$ cat config.mk
export PLATFORM = sky130hd
export DESIGN_NAME = l_instr_seq
export DESIGN_NICKNAME = d
export VERILOG_FILES = /design/src/rtl/l_instr_seq.sv
export SDC_FILE = /design/constraint.sdc
export NUM_CORES = 1
export LEC_CHECK = 0
export CORE_UTILIZATION = 51
export DETAILED_ROUTE_END_ITERATION = 8
export PLACE_DENSITY_LB_ADDON = 0.15
export SYNTH_ARGS = -nofsm -noshare
export SYNTH_HDL_FRONTEND = slang
export SYNTH_SLANG_ARGS = --single-unit
$ cat constraint.sdc
create_clock -name clk -period 3.3 [get_ports clk]
set_input_delay 0.66 -clock clk [delete_from_list [all_inputs] [get_ports clk]]
set_output_delay 0.66 -clock clk [all_outputs]
set_load 0.05 [all_outputs]
$ cat src/rtl/l_instr_seq.sv
// l_instr_seq: sequencer for the 4-bit logic unit (l_instr).
//
// Takes one operation request at a time and drives the unit's sel/op1/op2
// inputs. It holds them for EXEC_CYCLES cycles, then captures the 8-bit
// result and flags opcodes above 8 as errors. When LCD_EN is set, it sends
// the result to the LCD character writer as two uppercase hex digits and
// then SEP_CHAR.
//
// Handshake semantics (both interfaces): a transfer happens on a rising
// clk edge where valid && ready are both high. A producer holds its payload
// stable while valid is high and ready is low. ready never depends on valid.
//
// Ports:
//   clk        system clock, rising edge
//   rst        asynchronous, active-high reset
//   req_valid  request present
//   req_ready  request accepted this cycle (IDLE and not in reset)
//   req_sel    opcode (0 AND .. 8 SLL, >8 illegal)
//   req_op1    operand 1
//   req_op2    operand 2
//   lu_sel     logic unit sel, held from accept until the next accept
//   lu_op1     logic unit op1
//   lu_op2     logic unit op2
//   lu_res     logic unit result
//   res_valid  one-cycle result strobe
//   res_data   captured result, held until the next capture
//   res_err    illegal opcode flag, held with res_data
//   lcd_valid  character available
//   lcd_ready  LCD writer accepts the character
//   lcd_char   ASCII character
//   busy       high whenever the sequencer is not IDLE
//   dbg_state  current FSM state (0 IDLE, 1 EXEC, 2 REPORT, 3 EMIT)
module l_instr_seq #(
    parameter int unsigned EXEC_CYCLES = 1,
    parameter bit          LCD_EN      = 1'b1,
    parameter logic [7:0]  SEP_CHAR    = 8'h20
) (
    input  logic       clk,
    input  logic       rst,
    input  logic       req_valid,
    output logic       req_ready,
    input  logic [3:0] req_sel,
    input  logic [3:0] req_op1,
    input  logic [3:0] req_op2,
    output logic [3:0] lu_sel,
    output logic [3:0] lu_op1,
    output logic [3:0] lu_op2,
    input  logic [7:0] lu_res,
    output logic       res_valid,
    output logic [7:0] res_data,
    output logic       res_err,
    output logic       lcd_valid,
    input  logic       lcd_ready,
    output logic [7:0] lcd_char,
    output logic       busy,
    output logic [1:0] dbg_state
);

    typedef enum logic [1:0] {
        S_IDLE   = 2'd0,
        S_EXEC   = 2'd1,
        S_REPORT = 2'd2,
        S_EMIT   = 2'd3
    } state_t;

    // The counter is loaded with EXEC_CYCLES-1 so that the capture happens
    // in the last of the EXEC_CYCLES hold cycles.
    localparam logic [3:0] CNT_INIT = 4'(EXEC_CYCLES - 1);

    state_t     state_q;
    logic [3:0] lu_sel_q;
    logic [3:0] lu_op1_q;
    logic [3:0] lu_op2_q;
    logic [3:0] cnt_q;
    logic [1:0] idx_q;
    logic [7:0] res_data_q;
    logic       res_err_q;
    logic       res_valid_q;
    logic       lcd_valid_q;
    logic [7:0] lcd_char_q;

    function automatic logic [7:0] hex_char(input logic [3:0] nib);
        if (nib < 4'd10) begin
            return 8'h30 + {4'h0, nib};
        end
        return 8'h37 + {4'h0, nib};
    endfunction

    // Character selected by the emission index. An error result prints "ER".
    function automatic logic [7:0] char_at(input logic [1:0] idx,
                                           input logic [7:0] data,
                                           input logic       err);
        case (idx)
            2'd0:    return err ? 8'h45 : hex_char(data[7:4]);
            2'd1:    return err ? 8'h52 : hex_char(data[3:0]);
            default: return SEP_CHAR;
        endcase
    endfunction

    always_ff @(posedge clk or posedge rst) begin
        if (rst) begin
            state_q     <= S_IDLE;
            lu_sel_q    <= 4'h0;
            lu_op1_q    <= 4'h0;
            lu_op2_q    <= 4'h0;
            cnt_q       <= 4'h0;
            idx_q       <= 2'd0;
            res_data_q  <= 8'h00;
            res_err_q   <= 1'b0;
            res_valid_q <= 1'b0;
            lcd_valid_q <= 1'b0;
            lcd_char_q  <= 8'h00;
        end else begin
            res_valid_q <= 1'b0;
            case (state_q)
                S_IDLE: begin
                    // req_ready is high in every IDLE cycle outside reset.
                    if (req_valid) begin
                        lu_sel_q <= req_sel;
                        lu_op1_q <= req_op1;
                        lu_op2_q <= req_op2;
                        cnt_q    <= CNT_INIT;
                        state_q  <= S_EXEC;
                    end
                end
                S_EXEC: begin
                    if (cnt_q != 4'h0) begin
                        cnt_q <= cnt_q - 4'h1;
                    end else begin
                        res_data_q  <= (lu_sel_q > 4'd8) ? 8'h00 : lu_res;
                        res_err_q   <= (lu_sel_q > 4'd8);
                        res_valid_q <= 1'b1;
                        state_q     <= S_REPORT;
                    end
                end
                S_REPORT: begin
                    if (LCD_EN) begin
                        idx_q       <= 2'd0;
                        lcd_valid_q <= 1'b1;
                        lcd_char_q  <= char_at(2'd0, res_data_q, res_err_q);
                        state_q     <= S_EMIT;
                    end else begin
                        state_q <= S_IDLE;
                    end
                end
                S_EMIT: begin
                    // lcd_valid is always high here, so lcd_ready alone
                    // completes the handshake. Outside EMIT it is ignored.
                    if (lcd_ready) begin
                        if (idx_q == 2'd2) begin
                            lcd_valid_q <= 1'b0;
                            state_q     <= S_IDLE;
                        end else begin
                            idx_q      <= idx_q + 2'd1;
                            lcd_char_q <= char_at(idx_q + 2'd1, res_data_q, res_err_q);
                        end
                    end
                end
                default: state_q <= S_IDLE;
            endcase
        end
    end

    assign req_ready = (state_q == S_IDLE) && !rst;
    assign busy      = (state_q != S_IDLE);
    assign dbg_state = state_q;
    assign lu_sel    = lu_sel_q;
    assign lu_op1    = lu_op1_q;
    assign lu_op2    = lu_op2_q;
    assign res_valid = res_valid_q;
    assign res_data  = res_data_q;
    assign res_err   = res_err_q;
    assign lcd_valid = lcd_valid_q;
    assign lcd_char  = lcd_char_q;

endmodule

==> metrics.md, run 1 <==
| Metric | Value |
|---|---|
| HPWL after detailed placement | ~3000 microns |
| Critical path, cell by cell | inv_1 > ha_1 > inv_1 > nor2_1 > clkdlybuf4s50_1 |
| Slew Limit Fails | 0 |
| Vias in the first global route | approximately 1.6k |
| First-pass GRT wire length | 7093 microns |
| GRT Util Overall | between 20% and 30% |
| Unrepaired setup endpoints after global routing | no |
| Share of cells above drive strength 1 | between 10% and 20% |
| Multi-input gate area | around 1000 sq um |
| Post-synth EDFFs | 0 |
| Fillers | 285 |
| Final Util | about three quarters |
| Sequential area share after synthesis | roughly 46% |
| Fin. Hold Viols | 0 |
| Cells after Synth | 210 |
| Initial DRC count | 100 |
| Clock sink total | 38 |
| CTS tree | built |
| Period minus WS final | ~2.8 ns |
| Crit start category | flop |
| Max-slew headroom | 54.39% |
| Setup Fix Bufs, Post-CTS | 0 |
| CTS Buffer Depth | 2 |
| DRT Pass-1 Iters | 4 |
| GPL Wtd Cong | a little under 0.8 |
| IO Port Bufs | 57 |
| Die Wd | around 65 microns |
| Antenna-violating nets left | 0 |
| Crit-path max cell delay | about 0.82 ns |
| Grt total ovfl | 0 |
| CTS root buf | clkbuf_8 |
| Area delta synth->final | 34.78% |
| Max-cap violation count | 0 |
| Die ar. | around 4300 sq um |
| Post-route DRC | 0 |
| Post-synth ARST share | 100.0% |
| Routed wl met3 | a little over 300 microns |
| TNS Setup | 0 ns |
| Worst Setup End Kind | primary output |
| Io pins | 59 |
| Number of inserted diodes | 0 |
| Setup CP Type | flop to primary output |
| Commonest non-fill, non-tap cells in the layout | clkdlybuf4s50_1 (57), dfrtp_1 (38), nand2_1 (29) |
| Number of synthesis warnings | 0 |
| CP max-delay cell | clkdlybuf4s50_1 |
| Count of different cell masters after synthesis | 45 |
| Via count | roughly 1.7k |
| Synth Area per Inst | approximately 9.8 sq um |
| Final setup viols | 0 |
| CP Data Arrival Time | roughly 2.2 ns |
| # rows | 22 |
| Register area | approximately 950 sq um |
| Vias per inst | roughly 5.3 |
| Fin nets | 304 |
| Clk pin slew, worst setup/hold paths | ~0.080 ns |
| Status | completed |
| CTS Buf Count | 5 |
| Main synth FF type | dfrtp_1 |
| Clock Skew | approximately 0.011 ns |
| Synth Register Bits | 38 |
| Top sig layer | met4 |
| Largest net degree at the start of global routing | 39 |
| Tightest Hold Check Type | flop to flop |
| WL final | 4256 microns |
| Initial antenna violation count | 0 |
| Mapped cell area | 2051 sq um |
| H-tree depth | 2 |
| Syn nets | ~250 |
| Die H | between 60 and 70 microns |
| Worst Path Max Fanout | 6 |
| Worst slew pin tran | roughly 0.68 ns |
| Achievable Freq | 0.3564 GHz |
| Worst skew pair latency | between 0.2 and 0.3 ns |
| Drt wl/cell | around 13 microns |
| Core box area | ~3800 sq um |
| Met2 wire length | 1897 microns |
| Critical path data required time | around 2.6 ns |
| Fin crit share | a little under nine tenths |
| Most common cell after layout, fill and taps aside | clkdlybuf4s50_1 |
| Critical path's most frequent cell | inv_1 |
| M1 WL | 2000 microns |
| # hold bufs at CTS | 0 |
| CTS resizes | 0 |
| Starting Density | 54.38% |
## synthesized netlist by cell type (2+ instances only)
cell type | instances | area, sq um
clkbuf_1 | 3 | 11.26
nor2_1 | 11 | 41.29
a31o_2 | 2 | 17.52
nand2b_1 | 3 | 18.77
nor3_1 | 2 | 10.01
ha_1 | 12 | 150.1
xnor2_1 | 2 | 17.52
nand2_1 | 29 | 108.9
a22o_1 | 2 | 17.52
nand3b_1 | 3 | 22.52
a21oi_1 | 12 | 60.06
mux2_2 | 12 | 135.1
inv_1 | 15 | 56.30
dfrtp_1 | 38 | 950.9
nor2b_1 | 4 | 25.02
a31oi_1 | 3 | 18.77
buf_2 | 3 | 15.01
o31ai_1 | 2 | 15.01
o21ai_1 | 6 | 30.03
nand3_1 | 3 | 15.01
o21ai_0 | 19 | 95.09
## worst max-delay path, delay by kind of cell (launching register included)
kind | cells | cell delay (ns)
simple gates | 1 | 0.12
buf+inv | 3 | 1.04
flops | 1 | 0.42
fa+ha+maj | 1 | 0.27
## metrics by stage
step	hold slack, ns	area [sq um]	cells	worst slack (ns)
floorplan	0.4852	2051	210	0.6812
global placement	0.4635	2655	309	0.6800
detailed placement	0.4844	2655	309	0.6265
CTS	0.5016	2764	317	0.4670
global route	0.5109	2764	317	0.3819
finish	0.4873	2764	317	0.4938
## registers in the layout, indices dropped and copies added, names as in the netlist
name       cells
lcd_char       7
res_valid      1
dbg_state      2
cnt_q          4
idx_q          2
lu_op1         4
lu_op2         4
res_err        1
lu_sel         4
lcd_valid      1
res_data       8
## layer usage
layer | vias to the layer above | GRT usage [%]
li1 | 846 | -
met1 | 775 | 28.25
met2 | 60 | 34.28
met3 | 5 | 8.160
met4 | 0 | 6.522
met5 | - | 0
## worst paths after layout
path / from / end / slack, ns / cells past startpoint
min in group asynchronous: rst / cnt_q[3]$_DFFE_PP0P_ / 0.80 / 3
min: lcd_char[3]$_DFFE_PP0P_ / lcd_char[3]$_DFFE_PP0P_ / 0.49 / 2
max: dbg_state[1]$_DFFE_PP0P_ / req_ready / 0.49 / 5
max in group asynchronous: rst / lu_sel[3]$_DFFE_PP0P_ / 2.16 / 3
min reg2reg: lcd_char[3]$_DFFE_PP0P_ / lcd_char[3]$_DFFE_PP0P_ / 0.49 / 2
max reg2reg: dbg_state[1]$_DFFE_PP0P_ / cnt_q[1]$_DFFE_PP0P_ / 1.21 / 6
## cell families (layout without fill, tap and decap cells)
group / Yosys count / after routing / share of synthesized area (%)
flops: 38 / 38 / 46.37
other cells: 1 / 1 / 0.1829
xor+xnor: 2 / 2 / 0.8543
buf+inv: 22 / 81 / 4.393
mux: 13 / 13 / 7.078
fa+ha+maj: 12 / 12 / 7.321
compound gates: 55 / 55 / 17.02
simple gates: 67 / 67 / 16.78
## cell type report
class,count,share of cell area [%]
inverters,15,2.037
flip-flops and latches,38,34.40
well taps,48,2.173
clock inverters,3,1.449
clock buffers,5,2.490
multi-input cells,150,36.53
repair buffers,58,20.91
Power of run 1 is left out: the tool's default activity adds up to more than one toggle a clock period on the data nets, which glitch-free logic cannot reach.
==> inputs of run 2 (changes only) <==
--- a/config.mk
+++ b/config.mk
@@ -7,6 +7,7 @@
 export LEC_CHECK = 0
 export CORE_UTILIZATION = 51
 export DETAILED_ROUTE_END_ITERATION = 8
+export GPL_TIMING_DRIVEN = 0
 export PLACE_DENSITY_LB_ADDON = 0.15
 export SYNTH_ARGS = -nofsm -noshare
 export SYNTH_HDL_FRONTEND = slang
==> run 2 against run 1 <==
Net effect:
- count of clock-buffer cells in the layout up 3
- critical endpoint unchanged
- setup slack better by 0.049 ns
- non-clock buffer count rose by 6
==> metrics.md, run 2 (same netlist as run 1, synthesis figures left out) <==
| Metric | Value |
|---|---|
| Status | completed |
| Achievable Freq | ~0.36 GHz |
| Share of cells above drive strength 1 | 12.36% |
| Critical Path Stages | 5 |
| Via count | about 1.7k |
| Clk pin slew, worst setup/hold paths | 0.08 ns |
| Grt total ovfl | 0 |
| Number of inserted diodes | 0 |
| Pwr per Cell Area | around 1200 nW/um^2 |
| Buf/Inv on CP | 3 |
| Clock Skew | between 0.007 and 0.008 ns |
| Initial antenna violation count | 0 |
| GRT Util Overall | 21.84% |
| Multi-input gate area | 1010 sq um |
| Critical path data required time | between 2 and 3 ns |
| IO Port Bufs | 57 |
| Setup Fix Bufs, Post-CTS | 0 |
| Setup CP Type | flop to primary output |
| Dpl ws | about 0.65 ns |
| Most common cell after layout, fill and taps aside | clkdlybuf4s50_1 |
| Core box area | about 3800 sq um |
| Starting Density | between 50 and 60% |
| Antenna-violating nets left | 0 |
| Crit path to | req_ready |
| Worst skew pair latency | 0.29 ns |
| DRT Pass-1 Iters | 4 |
| Max-cap violation count | 0 |
| TNS Setup | 0 ns |
| Die ar. | around 4300 sq um |
| CP Data Arrival Time | between 2 and 2.5 ns |
| Max-slew headroom | 47.11% |
| Crit Reg-Reg Endpoint | res_data[7]$_DFFE_PP0P_ |
| Tightest Hold Check Type | flop to flop |
| Final setup viols | 0 |
| Fillers | ~290 |
| WL final | 4203 microns |
| Period minus WS final | roughly 2.8 ns |
| CP max-delay cell | clkdlybuf4s50_1 |
| CTS Buf Count | 5 |
| Drt wl/cell | 13.01 microns |
| Fin. Hold Viols | 0 |
| CP Launch Point | dbg_state[0]$_DFFE_PP0P_ |
| Die Wd | 65.41 microns |
| First-pass GRT wire length | between 7000 and 8000 microns |
| H-tree depth | 2 |
| Die H | between 60 and 70 microns |
| Largest net degree at the start of global routing | 39 |
| FF-to-FF path depth | 7 |
| Worst Setup End Kind | primary output |
| # hold bufs at CTS | 0 |
| Vias in the first global route | about 1.7k |
| Top delay family on crit path | buffers and inverters |
| Fin crit share | between 80 and 90% |
| Worst r2r src | dbg_state[1]$_DFFE_PP0P_ |
| Worst slew pin tran | ~0.79 ns |
| Area delta synth->final | 36.12% |
| Vias per inst | ~5.3 |
| Fin nets | 310 |
| Unrepaired setup endpoints after global routing | no |
| Worst Path Max Fanout | 6 |
| Maximum VDD drop | 0.6793 mV |
| GPL Wtd Cong | approximately 0.83 |
| Max reg flops | 8 |
| Critical path, cell by cell | inv_1 > ha_1 > inv_1 > nor2_1 > clkdlybuf4s50_1 |
| Initial DRC count | 99 |
| CTS root buf | clkbuf_8 |
| Commonest non-fill, non-tap cells in the layout | clkdlybuf4s50_1 (57), dfrtp_1 (38), nand2_1 (29) |
| CTS resizes | 0 |
| Crit start category | flop |
| Setup WS post-layout | around 0.54 ns |
| CTS Buffer Depth | 2 |
| Crit-path max cell delay | ~0.80 ns |
| Register area | ~950 sq um |
| # rows | 22 |
| R2r setup slk | roughly 1.3 ns |
| HPWL after detailed placement | about 3000 microns |
| Pleak | approximately 1.2 nW |
| Post-route DRC | 0 |
| Critical path's most frequent cell | inv_1 |
| Clock sink total | 38 |
| CTS tree | built |
| Io pins | 59 |
| Slew Limit Fails | 0 |
==> run 2: cell types whose count changed in the layout (fill, tap and decap cells not counted) <==
cell	previous run	this run
clkbuf_8	5	8
inv_1	15	14
inv_2	0	1
bufinv_16	1	0
clkinv_2	2	0
clkbuf_1	0	3
buf_2	0	3
==> run 2: final cells by class <==
| cell class | count | area share [%] |
|---|---|---|
| Multi-Input combinational cell | 150 | 36.17 |
| Sequential cell | 38 | 34.07 |
| Timing Repair Buffer | 57 | 20.44 |
| Clock buffer | 8 | 3.944 |
| Tap cell | 48 | 2.151 |
| Inverter | 15 | 2.017 |
| Buffer | 7 | 1.210 |
==> run 2: worst min-delay path by stage <==
| stage | from | to | slack [ns] | cells after the start |
|---|---|---|---|---|
| after detailed placement | lcd_char[0]$_DFFE_PP0P_ | lcd_char[0]$_DFFE_PP0P_ | 0.48 | 2 |
| after CTS | lcd_char[0]$_DFFE_PP0P_ | lcd_char[0]$_DFFE_PP0P_ | 0.50 | 2 |
| final | lcd_char[0]$_DFFE_PP0P_ | lcd_char[0]$_DFFE_PP0P_ | 0.49 | 2 |
| after global placement | lcd_char[3]$_DFFE_PP0P_ | lcd_char[3]$_DFFE_PP0P_ | 0.47 | 2 |
| after floorplan | idx_q[0]$_DFFE_PP0P_ | idx_q[0]$_DFFE_PP0P_ | 0.49 | 1 |
| after global routing | lu_op2[1]$_DFFE_PP0P_ | lu_op2[1]$_DFFE_PP0P_ | 0.53 | 1 |
==> run 2: worst register-to-register path, cell delays in order (launching register included) <==
cell	delay (ns)
dfrtp_1	0.42
inv_1	0.13
ha_1	0.37
nor2b_1	0.22
nand3b_1	0.30
buf_2	0.30
nand2_1	0.08
o21ai_0	0.08
==> run 2: layer usage <==
layer	vias to the layer above	GRT usage (%)	part of all wire (%)
met5	-	0	0
met4	0	7.337	0.95
met3	5	6.944	6.1
met2	49	35.57	47
met1	817	27.27	46
li1	854	-	-
==> run 2: power breakdown <==
group	leakage [nW]	internal (mW)	total [mW]	switching, mW
Combinational	0.685	0.760	2.04	1.28
Clock	0.0575	0.211	0.373	0.162
Sequential	0.465	0.674	0.848	0.174
==> run 2: through the flow <==
| stage | util (%) | cell area [sq um] | power (mW) | hold slack (ns) | std cells |
|---|---|---|---|---|---|
| 6_report | 74.02 | 2791 | 3.261 | 0.4942 | 323 |
| 5_1_grt | 74.02 | 2791 | 3.472 | 0.5282 | 323 |
| 4_1_cts | 74.02 | 2791 | 3.281 | 0.4994 | 323 |
| 3_5_place_dp | 71.10 | 2681 | 2.897 | 0.4818 | 315 |
| 3_3_place_gp | 71.10 | 2681 | 2.863 | 0.4663 | 315 |
| 2_1_floorplan | - | 2051 | 2.293 | 0.4852 | 210 |
(Power assumes the default switching activity.)
==> inputs of run 3 (changes only) <==
--- a/config.mk
+++ b/config.mk
@@ -5,7 +5,7 @@
 export SDC_FILE = /design/constraint.sdc
 export NUM_CORES = 1
 export LEC_CHECK = 0
-export CORE_UTILIZATION = 51
+export CORE_UTILIZATION = 47
 export DETAILED_ROUTE_END_ITERATION = 8
 export GPL_TIMING_DRIVEN = 0
 export PLACE_DENSITY_LB_ADDON = 0.15
==> constraint.sdc (replaced) <==
create_clock -name clk -period 2.7 [get_ports clk]
set_input_delay 0.54 -clock clk [delete_from_list [all_inputs] [get_ports clk]]
set_output_delay 0.54 -clock clk [all_outputs]
set_load 0.05 [all_outputs]
==> run 3 against run 2 <==
Net effect:
- cell count increased by 0.62%
- setup slack got worse by 0.36 ns
- sequential share of layout area decreased by 0.45 points
- final area increased by 1.3%
- flip-flop and latch count unchanged
- core utilization decreased by 4.8 points
- count of clock-buffer cells in the layout decreased by 2
- global-route usage decreased by 0.91 points
- highest routed layer unchanged
==> metrics.md, run 3 (same netlist as run 1, synthesis figures left out) <==
| Metric | Value |
|---|---|
| Status | completed |
| Largest net degree at the start of global routing | 39 |
| R2r setup slk | 0.67 ns |
| Hold path depth | 2 |
| Max-slew headroom | about half |
| DRT Pass-1 Iters | 4 |
| Post-route DRC | 0 |
| Via count | ~1.7k |
| H-tree depth | 2 |
| Fin cells | 325 |
| Worst skew pair latency | a little under 0.3 ns |
| Fin. Hold Viols | 0 |
| Clk pin slew, worst setup/hold paths | approximately 0.080 ns |
| Worst slew pin tran | about 0.78 ns |
| Worst Setup End Kind | primary output |
| CTS root buf | clkbuf_8 |
| Top delay family on crit path | buffers and inverters |
| GRT Util Overall | a little over a fifth |
| Vias in the first global route | around 1.6k |
| Critical path data required time | between 2 and 2.5 ns |
| Hold Path Sink | lcd_char[3]$_DFFE_PP0P_ |
| Unrepaired setup endpoints after global routing | no |
| Die Wd | approximately 68 microns |
| Initial antenna violation count | 0 |
| Register area | 950.9 sq um |
| Number of inserted diodes | 0 |
| Worst r2r src | dbg_state[1]$_DFFE_PP0P_ |
| Crit start category | flop |
| Fillers | about 350 |
| Maximum VDD drop | ~1 mV |
| Multi-input gate area | ~1000 sq um |
| IO Port Bufs | 57 |
| Area delta synth->final | 37.95% |
| DP Cell Count | around 320 |
| FF-to-FF path depth | 7 |
| Die ar. | between 4000 and 5000 sq um |
| Fin crit share | between 90 and 100% |
| Vias per inst | between 5 and 6 |
| Critical path, cell by cell | inv_1 > ha_1 > inv_1 > clkdlybuf4s50_1 |
| Tightest Hold Check Type | flop to flop |
| Most common cell after layout, fill and taps aside | clkdlybuf4s50_1 |
| Pwr per Cell Area | 1462 nW/um^2 |
| HPWL after detailed placement | a little over 3000 microns |
| GPL Wtd Cong | 0.8202 |
| Drt wl/cell | ~13 microns |
| CP max-delay cell | clkdlybuf4s50_1 |
| Slew Limit Fails | 0 |
| Max-cap violation count | 0 |
| Starting Density | 50.18% |
| # rows | 23 |
| Critical path's most frequent cell | inv_1 |
| # hold bufs at CTS | 0 |
| Io pins | between 50 and 60 |
| Setup CP Type | flop to primary output |
| Clock Skew | between 0.007 and 0.008 ns |
| Period minus WS final | 2.516 ns |
| Worst Path Max Fanout | 6 |
| Initial DRC count | 92 |
| WL final | 4251 microns |
| Hold Crit Start | lcd_char[3]$_DFFE_PP0P_ |
| Crit-path max cell delay | ~0.80 ns |
| Buf/Inv on CP | 3 |
| Antenna-violating nets left | 0 |
| Commonest non-fill, non-tap cells in the layout | clkdlybuf4s50_1 (56), dfrtp_1 (38), nand2_1 (29) |
| Fin nets | 310 |
| Final setup viols | 0 |
| Pleak | ~1.2 nW |
| First-pass GRT wire length | around 7000 microns |
| Clock sink total | 38 |
| CTS Buffer Depth | 2 |
| CP Data Arrival Time | around 2 ns |
| Share of cells above drive strength 1 | 12.36% |
| CTS tree | built |
| Crit Reg-Reg Endpoint | res_data[3]$_DFFE_PP0P_ |
| CP Launch Point | dbg_state[0]$_DFFE_PP0P_ |
| Max reg flops | 8 |
| Grt total ovfl | 0 |
| Core box area | a little over 4000 sq um |
| CTS Buf Count | 5 |
| Achievable Freq | 0.3974 GHz |
| Die H | 68.06 microns |
| TNS Setup | 0 ns |
run 3: cell count changes in the layout (fill, tap and decap cells not counted):
cell / previous run / this run
bufinv_16: 0 / 2
clkbuf_8: 8 / 6
clkdlybuf4s50_1: 57 / 56
dlymetal6s2s_1: 0 / 1
run 3: power by group:
| part | switching, mW | internal [mW] | total (mW) | leakage, nW |
|---|---|---|---|---|
| Clock | 0.203 | 0.394 | 0.597 | 0.0714 |
| Sequential | 0.213 | 0.824 | 1.04 | 0.465 |
| Combinational | 1.57 | 0.928 | 2.50 | 0.700 |
run 3: how the worst max path moves through the flow:
stage           endpoint  slack, ns  cells after the start
6_report            busy       0.18                      4
5_1_grt             busy       0.06                      4
4_1_cts        req_ready       0.05                      5
3_5_place_dp   req_ready       0.28                      3
3_3_place_gp   req_ready       0.32                      3
2_1_floorplan  req_ready       0.20                      4
run 3: cell type report:
type	instances	share of cell area, %
sequential	38	33.61
inverter	15	1.990
clock buffer	6	2.919
multi-input combinational	150	35.69
tap	50	2.211
buffer	7	1.194
clock inverter	2	2.123
timing repair buffer	57	20.26
run 3: stage by stage:
| step | hold WS [ns] | area [sq um] | utilization (%) | total power, mW | setup slack (ns) |
|---|---|---|---|---|---|
| 2_1_floorplan | 0.4852 | 2051 | - | 2.802 | 0.2012 |
| 5_1_grt | 0.5270 | 2829 | 69.23 | 4.421 | 0.05966 |
| 3_3_place_gp | 0.4686 | 2684 | 65.68 | 3.504 | 0.3199 |
| 4_1_cts | 0.4872 | 2826 | 69.17 | 4.160 | 0.04783 |
| 6_report | 0.4836 | 2829 | 69.23 | 4.135 | 0.1839 |
| 3_5_place_dp | 0.4704 | 2684 | 65.68 | 3.551 | 0.2816 |
run 3: routing by layer:
layer  vias to the layer above  part of all wire, %  GRT usage, %
li1                        854                    -             -
met1                       811                   46         26.69
met2                        41                   48         33.09
met3                         2                  5.4         7.333
met4                         0                 0.45         6.510
met5                         -                    0             0
run 3: worst min-delay path: stages, from the launching register on:
cell	delay, ns
dfrtp_1	0.35
nand2_1	0.05
o31ai_1	0.05
run 3: repair_timing:
item | 4_1_cts | 5_1_grt
endpoints found under the setup margin | 0 | 1
resized for setup | 0 | 1
buffers inserted | 0 | 0
